===== config.mk =====
export PLATFORM = sky130hd
export DESIGN_NAME = clock_period_meter
export DESIGN_NICKNAME = d
export VERILOG_FILES = /design/src/rtl/clock_period_meter_pkg.sv /design/src/rtl/edge_sync.sv /design/src/rtl/clock_period_meter.sv
export SDC_FILE = /design/constraint.sdc
export NUM_CORES = 1
export LEC_CHECK = 0
export ABC_AREA = 1
export CELL_PAD_IN_SITES_DETAIL_PLACEMENT = 0
export CELL_PAD_IN_SITES_GLOBAL_PLACEMENT = 1
export CORE_MARGIN = 5
export CORE_UTILIZATION = 43
export DETAILED_ROUTE_END_ITERATION = 6
export PLACE_DENSITY = 0.85
export SYNTH_ARGS = -nofsm -noshare
export SYNTH_HDL_FRONTEND = slang
export SYNTH_SLANG_ARGS = --single-unit

===== constraint.sdc =====
create_clock -name clock -period 2.8 [get_ports clock]
set_input_delay 0.28 -clock clock [delete_from_list [all_inputs] [get_ports clock]]
set_output_delay 0.28 -clock clock [all_outputs]
set_load 0.02 [all_outputs]

===== src/rtl/clock_period_meter_pkg.sv =====
// ============================================================================
// Module      : clock_period_meter_pkg
// Description : Shared state encoding and default limits for the period meter.
// Revision    : 1.0 - initial release
// ============================================================================
`default_nettype none

package clock_period_meter_pkg;

    typedef enum logic [1:0] {
        ST_IDLE    = 2'd0,
        ST_MEASURE = 2'd1,
        ST_TIMEOUT = 2'd2
    } state_e;

    localparam int c_cnt_w_default      = 32;
    localparam int c_max_period_default = 200000;
    localparam int c_tol_default        = 2;

endpackage

`default_nettype wire


===== src/rtl/edge_sync.sv =====
// ============================================================================
// Module      : edge_sync
// Description : Two-flop synchronizer plus one delay flop for rising-edge detect.
// Revision    : 1.0 - initial release
// ============================================================================
`default_nettype none

module edge_sync
    import clock_period_meter_pkg::*;
(
    input  logic clock,
    input  logic reset,
    input  logic d_in,
    output logic rise
);

    logic r_meta_q;
    logic r_sync_q;
    logic r_sync_dly_q;
    logic w_meta_d;
    logic w_sync_d;
    logic w_sync_dly_d;

    always_comb begin
        w_meta_d     = d_in;
        w_sync_d     = r_meta_q;
        w_sync_dly_d = r_sync_q;
    end

    always_ff @(posedge clock) begin
        if (reset) begin
            r_meta_q     <= 1'b0;
            r_sync_q     <= 1'b0;
            r_sync_dly_q <= 1'b0;
        end else begin
            r_meta_q     <= w_meta_d;
            r_sync_q     <= w_sync_d;
            r_sync_dly_q <= w_sync_dly_d;
        end
    end

    assign rise = r_sync_q & ~r_sync_dly_q;

endmodule

`default_nettype wire


===== src/rtl/clock_period_meter.sv =====
// ============================================================================
// Module      : clock_period_meter
// Description : Measures rising-to-rising period of a slow input in clock
//               cycles, with timeout detection and period-to-period lock.
// Revision    : 1.0 - initial release
// ============================================================================
`default_nettype none

module clock_period_meter
    import clock_period_meter_pkg::*;
#(
    parameter int CNT_W      = c_cnt_w_default,
    parameter int MAX_PERIOD = c_max_period_default,
    parameter int TOL        = c_tol_default
) (
    input  logic             clock,
    input  logic             reset,
    input  logic             sig_in,
    output logic [CNT_W-1:0] period_out,
    output logic             period_valid,
    output logic             timeout,
    output logic             locked
);

    localparam logic [CNT_W-1:0] c_max = CNT_W'(MAX_PERIOD);
    localparam logic [CNT_W-1:0] c_tol = CNT_W'(TOL);
    localparam logic [CNT_W-1:0] c_one = CNT_W'(1);

    logic             w_rise;
    state_e           r_state_q,     w_state_d;
    logic [CNT_W-1:0] r_cnt_q,       w_cnt_d;
    logic [CNT_W-1:0] r_period_q,    w_period_d;
    logic [CNT_W-1:0] r_prev_q,      w_prev_d;
    logic             r_valid_q,     w_valid_d;
    logic             r_timeout_q,   w_timeout_d;
    logic             r_locked_q,    w_locked_d;
    logic             r_have_prev_q, w_have_prev_d;
    logic [CNT_W-1:0] w_diff;

    edge_sync u_edge_sync (
        .clock (clock),
        .reset (reset),
        .d_in  (sig_in),
        .rise  (w_rise)
    );

    always_comb begin
        w_state_d     = r_state_q;
        w_cnt_d       = r_cnt_q;
        w_period_d    = r_period_q;
        w_prev_d      = r_prev_q;
        w_valid_d     = 1'b0;
        w_timeout_d   = r_timeout_q;
        w_locked_d    = r_locked_q;
        w_have_prev_d = r_have_prev_q;
        w_diff        = (r_cnt_q >= r_prev_q) ? (r_cnt_q - r_prev_q)
                                              : (r_prev_q - r_cnt_q);

        case (r_state_q)
            ST_IDLE: begin
                if (w_rise) begin
                    w_state_d = ST_MEASURE;
                    w_cnt_d   = c_one;
                end
            end
            ST_MEASURE: begin
                // A rise coinciding with the limit still yields a valid period.
                if (w_rise) begin
                    w_period_d    = r_cnt_q;
                    w_prev_d      = r_cnt_q;
                    w_valid_d     = 1'b1;
                    w_cnt_d       = c_one;
                    w_locked_d    = r_have_prev_q && (w_diff <= c_tol);
                    w_have_prev_d = 1'b1;
                end else if (r_cnt_q == c_max) begin
                    w_state_d     = ST_TIMEOUT;
                    w_timeout_d   = 1'b1;
                    w_locked_d    = 1'b0;
                    w_have_prev_d = 1'b0;
                end else begin
                    w_cnt_d = r_cnt_q + c_one;
                end
            end
            ST_TIMEOUT: begin
                if (w_rise) begin
                    w_state_d   = ST_MEASURE;
                    w_cnt_d     = c_one;
                    w_timeout_d = 1'b0;
                end
            end
            default: begin
                w_state_d = ST_IDLE;
            end
        endcase
    end

    always_ff @(posedge clock) begin
        if (reset) begin
            r_state_q     <= ST_IDLE;
            r_cnt_q       <= '0;
            r_period_q    <= '0;
            r_prev_q      <= '0;
            r_valid_q     <= 1'b0;
            r_timeout_q   <= 1'b0;
            r_locked_q    <= 1'b0;
            r_have_prev_q <= 1'b0;
        end else begin
            r_state_q     <= w_state_d;
            r_cnt_q       <= w_cnt_d;
            r_period_q    <= w_period_d;
            r_prev_q      <= w_prev_d;
            r_valid_q     <= w_valid_d;
            r_timeout_q   <= w_timeout_d;
            r_locked_q    <= w_locked_d;
            r_have_prev_q <= w_have_prev_d;
        end
    end

    assign period_out   = r_period_q;
    assign period_valid = r_valid_q;
    assign timeout      = r_timeout_q;
    assign locked       = r_locked_q;

endmodule

`default_nettype wire


==> results.toml, run 1 <==
[outcome]
status = "complete, no violations"

[run]
drv_cap = 0

[final_layout]
fin_nets = 1651
drive_gt1_share_pct = 11.85
final_util_pct = 52.66
diodes = 0
final_common_cell = "nand2_1"
area_growth_pct = 20.82
final_cells = 1820
fin_area_sq_um = 9818
final_cell_mix = "517 x nand2_1, 255 x inv_1, 104 x a21oi_1"

[pwr]
peakVddDrop_mv = 0.2564
p_per_area_nw_per_um2 = 339.9
p_leak_nw = 5.220
power.total_w = 0.003337

[sta]
post-route-min-period_ps = 2605
setup_viol = 0
hold_violations = 0
fin_crit_sh_pct = 93.04
worst_clock_skew_ps = 6.007
finalSetupTns_ps = 0
fmax_mhz = 383.9
max_slew_margin_pct = 53.60
drv_slew = 0
tightest_slew_ps = 690.8

[clock_network]
numCtsBuffers = 9
clk_pin_slew_worst_paths_ps = 60
clockRootBuffer = "clkbuf_16"
clock_latency_ps = 340
cts_buffer_depth = 2
cts_hold_buf = 0
htree_num_levels = 3
cts_tree = "done"
cts_sinks = 73

[setup_path]
cpMaxStageDelayCell = "nor3_1"
r2r-end = "r_cnt_q[26]"
cp-endpoint = "r_cnt_q[26]"
rrSetupSlack_ps = 190
timing.rr.start = "r_cnt_q[1]"
worstPathArrival_ps = 2890
reg2reg_depth = 14
worstPathRequired_ps = 3080
crit_start = "r_cnt_q[1]"
endpoint_kind = "flop"
crit_family = "simple AND/OR/NAND/NOR gates"
worst_path_largest_cell_delay_ps = 420
critPathMaxFanout = 5
cp_common_cell = "nand2_1"
path_buf_inv = 2
cp-start-kind = "flop"
cp.depth = 14
crit_chain = "inv_1, ha_1, nand3_1, nor4_1, buf_4, nand2_1, nand2_1, nand2_1, nand2_1, nor3_1, nand3_1, o21ai_0, nand2_1, nor2_1"
path_class = "reg2reg"

[synth]
yosysSeqAreaShare_pct = 17.98
yosys.area.top_type = "nand2_1"
synthTopCellsByArea = "nand2_1 24%, dfxtp_1 18%, inv_1 12%, ha_1 10%, a21oi_1 6.7%"
async_flop_share_pct = 0
yosys.area.top_type_share_pct = 24.02
synth.avg_cell_area_sq_um = 5.547
yosysWarnings = 0
syn_nets = 1535
synth_edf_count = 0
ys_ff_latch = 73
post_synth_num_cell_types = 46
syn_area_sq_um = 8127
synth_ff_type = "dfxtp_1"
synthCells = 1465

[drt]
antenna_left = 0
via_count = 9414
drt_pre_antenna_iters = 5
wl_microns = 29190
drt-initial-drc-count = 660
avgRoutedWirePerCell_microns = 16.04
avgViaCountPerCell = 5.173
remaining_drc_errors = 0

[floorplanning]
initial_core_util_pct = 43.59
top_level_ports = 38
die_x_microns = 147.5
die_h_microns = 147.5
die_area_sq_um = 21750
rows = 50
core-area_sq_um = 18640

[grt]
antenna_found_initial = 0
grt_pass1_vias = 8829
grt_overflow = 0
grt_use_total_pct = 26.54
grt_max_degree = 42
grt_pass1_wl_microns = 46090

[placed_design]
portBuffers = 37
dpl-instance-area_sq_um = 9306
place_hpwl_microns = 24600
place_inst = 1796
routabilityCongestion = 0.9664

[worst_hold_path]
hold_path.class = "reg2reg"
==> through the flow <==
| step | worst slack [ps] | hold WS, ps |
|---|---|---|
| 2_1_floorplan | 358.0 | 387.0 |
| 3_3_place_gp | 61.07 | 402.5 |
| 3_5_place_dp | 24.01 | 402.7 |
| 4_1_cts | 7.571 | 413.7 |
| 5_1_grt | -12.52 | 432.7 |
| 6_report | 194.9 | 409.7 |
==> cell usage after synthesis (4+ instances only) <==
master,instances
nand2_1,520
inv_1,256
a21oi_1,108
nor2_1,105
nand3_1,85
dfxtp_1,73
o21ai_0,73
ha_1,65
nand4_1,33
nor3_1,28
clkbuf_1,15
xor2_1,15
nand2_2,11
nor2_2,7
nor4_1,7
inv_2,6
a211oi_1,5
o21bai_1,5
buf_2,4
==> registers in the layout, summed over array words and instances (netlist names) <==
name and count:
r_prev_q 32, r_state_q 2, period_valid 1, r_cnt_q 32, u_edge_sync.r_sync_q 1, r_have_prev_q 1
locked 1, timeout 1, u_edge_sync.r_sync_dly_q 1, u_edge_sync.r_meta_q 1
==> layout make-up <==
cell class              instances  area, sq um
inverters                     266         1001
multi-input cells            1101         5703
flip-flops and latches         73         1465
clock inverters                 6        48.80
clock buffers                  10        239.0
repair buffers                130         1069
well taps                     234        292.8
fillers                      2058         8825
==> routing by layer <==
metal | vias up | share of wire (%) | track usage, %
li1 | 4826 | - | -
met1 | 4225 | 48 | 38.49
met2 | 311 | 44 | 41.89
met3 | 52 | 5.4 | 2.238
met4 | 0 | 2.6 | 8.155
met5 | - | 0 | 0
==> tightest hold or removal path: cells and delay by family, from the launching register on <==
| family | cells | cell delay, ps |
|---|---|---|
| AND/OR/NAND/NOR | 1 | 30 |
| buffers and inverters | 1 | 40 |
| flip-flops | 1 | 300 |
==> logic make-up (layout without fill, tap and decap cells) <==
kind of cell / Yosys count / after routing / synth area share, %
AO/OA/AOI/OAI: 209 / 209 / 13.90
buffers and inverters: 291 / 412 / 13.90
AND/OR/NAND/NOR: 809 / 809 / 41.99
XOR/XNOR: 16 / 16 / 1.724
flip-flops: 73 / 73 / 17.98
adder cells (fa/ha/maj): 67 / 67 / 10.50
==> worst min-delay path by stage <==
| stage | start | endpoint | slack [ps] | cells after the start |
|---|---|---|---|---|
| after detailed placement | u_edge_sync.r_meta_q | u_edge_sync.r_sync_q | 400 | 2 |
| after global placement | u_edge_sync.r_meta_q | u_edge_sync.r_sync_q | 400 | 2 |
| after floorplan | sig_in | u_edge_sync.r_meta_q | 390 | 2 |
| after global routing | u_edge_sync.r_meta_q | u_edge_sync.r_sync_q | 430 | 2 |
| after CTS | u_edge_sync.r_meta_q | u_edge_sync.r_sync_q | 410 | 2 |
| final | u_edge_sync.r_meta_q | u_edge_sync.r_sync_q | 410 | 2 |
==> where the power goes <==
group	internal (W)	switching, W	total [W]
registers	0.00105	0.00000730	0.00106
logic	0.000405	0.000730	0.00114
clock network	0.000633	0.000513	0.00115
==> repair_timing <==
| item | in CTS | in global routing |
|---|---|---|
| endpoints found under the setup margin | 1 | 1 |
| pin swaps | 0 | 4 |
| buffers inserted | 4 | 4 |
| gates resized for setup | 0 | 49 |
| hold endpoints to repair | 0 | 0 |
Power figures use the tool's default switching activity.
==> run 2, diff against run 1 <==
--- a/config.mk
+++ b/config.mk
@@ -6,12 +6,15 @@
 export NUM_CORES = 1
 export LEC_CHECK = 0
 export ABC_AREA = 1
+export CAP_MARGIN = 10
 export CELL_PAD_IN_SITES_DETAIL_PLACEMENT = 0
 export CELL_PAD_IN_SITES_GLOBAL_PLACEMENT = 1
 export CORE_MARGIN = 5
 export CORE_UTILIZATION = 43
 export DETAILED_ROUTE_END_ITERATION = 6
 export PLACE_DENSITY = 0.85
+export SETUP_SLACK_MARGIN = 0.15
+export SLEW_MARGIN = 25
 export SYNTH_ARGS = -nofsm -noshare
 export SYNTH_HDL_FRONTEND = slang
 export SYNTH_SLANG_ARGS = --single-unit
==> results.toml, run 2 (synthesis gave the netlist of run 1 again) <==
[outcome]
status = "complete, no violations"

[sta]
setup_viol = 0
fmax_mhz = 385.0
rsz0062_at_grt = "true"
drv_slew = 0
max_slew_margin_pct = 54.52
hold_violations = 0
setup_slack_ps = 202.8
fin_crit_sh_pct = 92.76
tightest_slew_ps = 677.0
post-route-min-period_ps = 2597
worst_clock_skew_ps = 6.309
finalSetupTns_ps = 0

[final_layout]
final_common_cell = "nand2_1"
diodes = 0
area_growth_pct = 21.63
final_cell_mix = "513 x nand2_1, 255 x inv_1, 103 x a21oi_1"
final_cells = 1821
fin_nets = 1652
drive_gt1_share_pct = 12.67
reg_top3 = "r_cnt_q (32), r_prev_q (32), r_state_q (2)"
final_util_pct = 53.02

[drt]
drt_pre_antenna_iters = 6
remaining_drc_errors = 0
wl_microns = 29230
avgViaCountPerCell = 5.169
antenna_left = 0
via_count = 9412
avgRoutedWirePerCell_microns = 16.05
drt-initial-drc-count = 641

[pwr]
p_leak_nw = 5.241
peakVddDrop_mv = 0.2567
p_per_area_nw_per_um2 = 338.0
power.total_w = 0.003341

[placed_design]
post-place-ws_ps = 24.01
routabilityCongestion = 0.9664
place_inst = 1796
place_hpwl_microns = 24600
portBuffers = 37

[worst_hold_path]
whs_endpoint = "u_edge_sync.r_sync_q"
hold_path.class = "reg2reg"
min-delay-start = "u_edge_sync.r_meta_q"
holdPathStages = 2

[setup_path]
path_class = "reg2reg"
rrSetupSlack_ps = 200
r2r-end = "locked"
cp-start-kind = "flop"
timing.rr.start = "r_prev_q[21]"
worstPathArrival_ps = 2870
critPathMaxFanout = 6
worstPathRequired_ps = 3080
endpoint_kind = "flop"
reg2reg_depth = 17

[floorplanning]
core-area_sq_um = 18640
top_level_ports = 38
die_area_sq_um = 21750
die_h_microns = 147.5
rows = 50
die_x_microns = 147.5
initial_core_util_pct = 43.59

[grt]
grt_pass1_wl_microns = 46230
grt_max_degree = 42
grt_use_total_pct = 26.60
grt_pass1_vias = 8871
grt_overflow = 0
antenna_found_initial = 0

[clock_network]
cts_buffer_depth = 2
clock_latency_ps = 340
clockRootBuffer = "clkbuf_16"
cts_tree = "done"
cts_hold_buf = 0
cts_sinks = 73
numCtsBuffers = 9
clk_pin_slew_worst_paths_ps = 60
htree_num_levels = 3

[run]
drv_cap = 0
-- run 2: changes by cell type in the layout (fill, tap and decap cells not counted), sizes merged --
cell | before | now
buf | 93 | 94
-- run 2: metrics by stage --
step / hold slack (ps) / instance area (sq um)
4_1_cts: 413.7 / 9667
3_5_place_dp: 402.7 / 9306
6_report: 409.2 / 9884
5_1_grt: 432.7 / 9884
3_3_place_gp: 402.5 / 9306
2_1_floorplan: 387.0 / 8127
-- run 2: worst max-delay path: stages, from the launching register on --
cell	delay [ps]
dfxtp_1	380
inv_1	100
ha_1	300
buf_4	160
nand2_2	110
nor2_4	180
nand2_2	110
nor2_4	190
a21oi_4	80
buf_4	150
buf_4	130
nand2_1	50
nand2_1	50
a21oi_1	120
nand3_1	120
nor2_1	110
nand2_1	80
a21oi_2	110
-- run 2: final cells by class --
cell class | instances | area [sq um]
Timing Repair Buffer | 131 | 1076
Inverter | 266 | 1001
Sequential cell | 73 | 1464
Clock buffer | 10 | 239.0
Clock inverter | 6 | 48.80
Multi-Input combinational cell | 1101 | 5763
Fill cell | 2056 | 8758
Tap cell | 234 | 292.8
-- run 2: power breakdown --
group,internal [W],total [W],switching (W)
Combinational,0.000408,0.00114,0.000730
Clock,0.000633,0.00115,0.000514
Sequential,0.00105,0.00106,0.00000730
Total,0.00209,0.00334,0.00125
-- run 2: worst max-delay path by stage --
stage          endpoint         start  slack [ps]
2_1_floorplan    locked    r_cnt_q[0]         360
3_3_place_gp     locked  r_prev_q[25]          60
3_5_place_dp     locked  r_prev_q[25]          20
4_1_cts          locked  r_prev_q[25]         150
5_1_grt          locked  r_prev_q[22]          -4
6_report         locked  r_prev_q[21]         200
-- run 2: what timing repair did --
| item | CTS | global route |
|---|---|---|
| gates resized for setup | 8 | 54 |
| pin swaps | 3 | 6 |
| setup buffers | 6 | 3 |
| endpoints found under the setup margin | 1 | 7 |
-- run 2: metal layers --
layer  up-vias  GRT usage (%)  part of all wire [%]
met5         -              0                     0
met4         0          7.922                   2.5
met3        46          2.207                   5.4
met2       276          42.24                    44
met1      4257          38.51                    49
li1       4833              -                     -
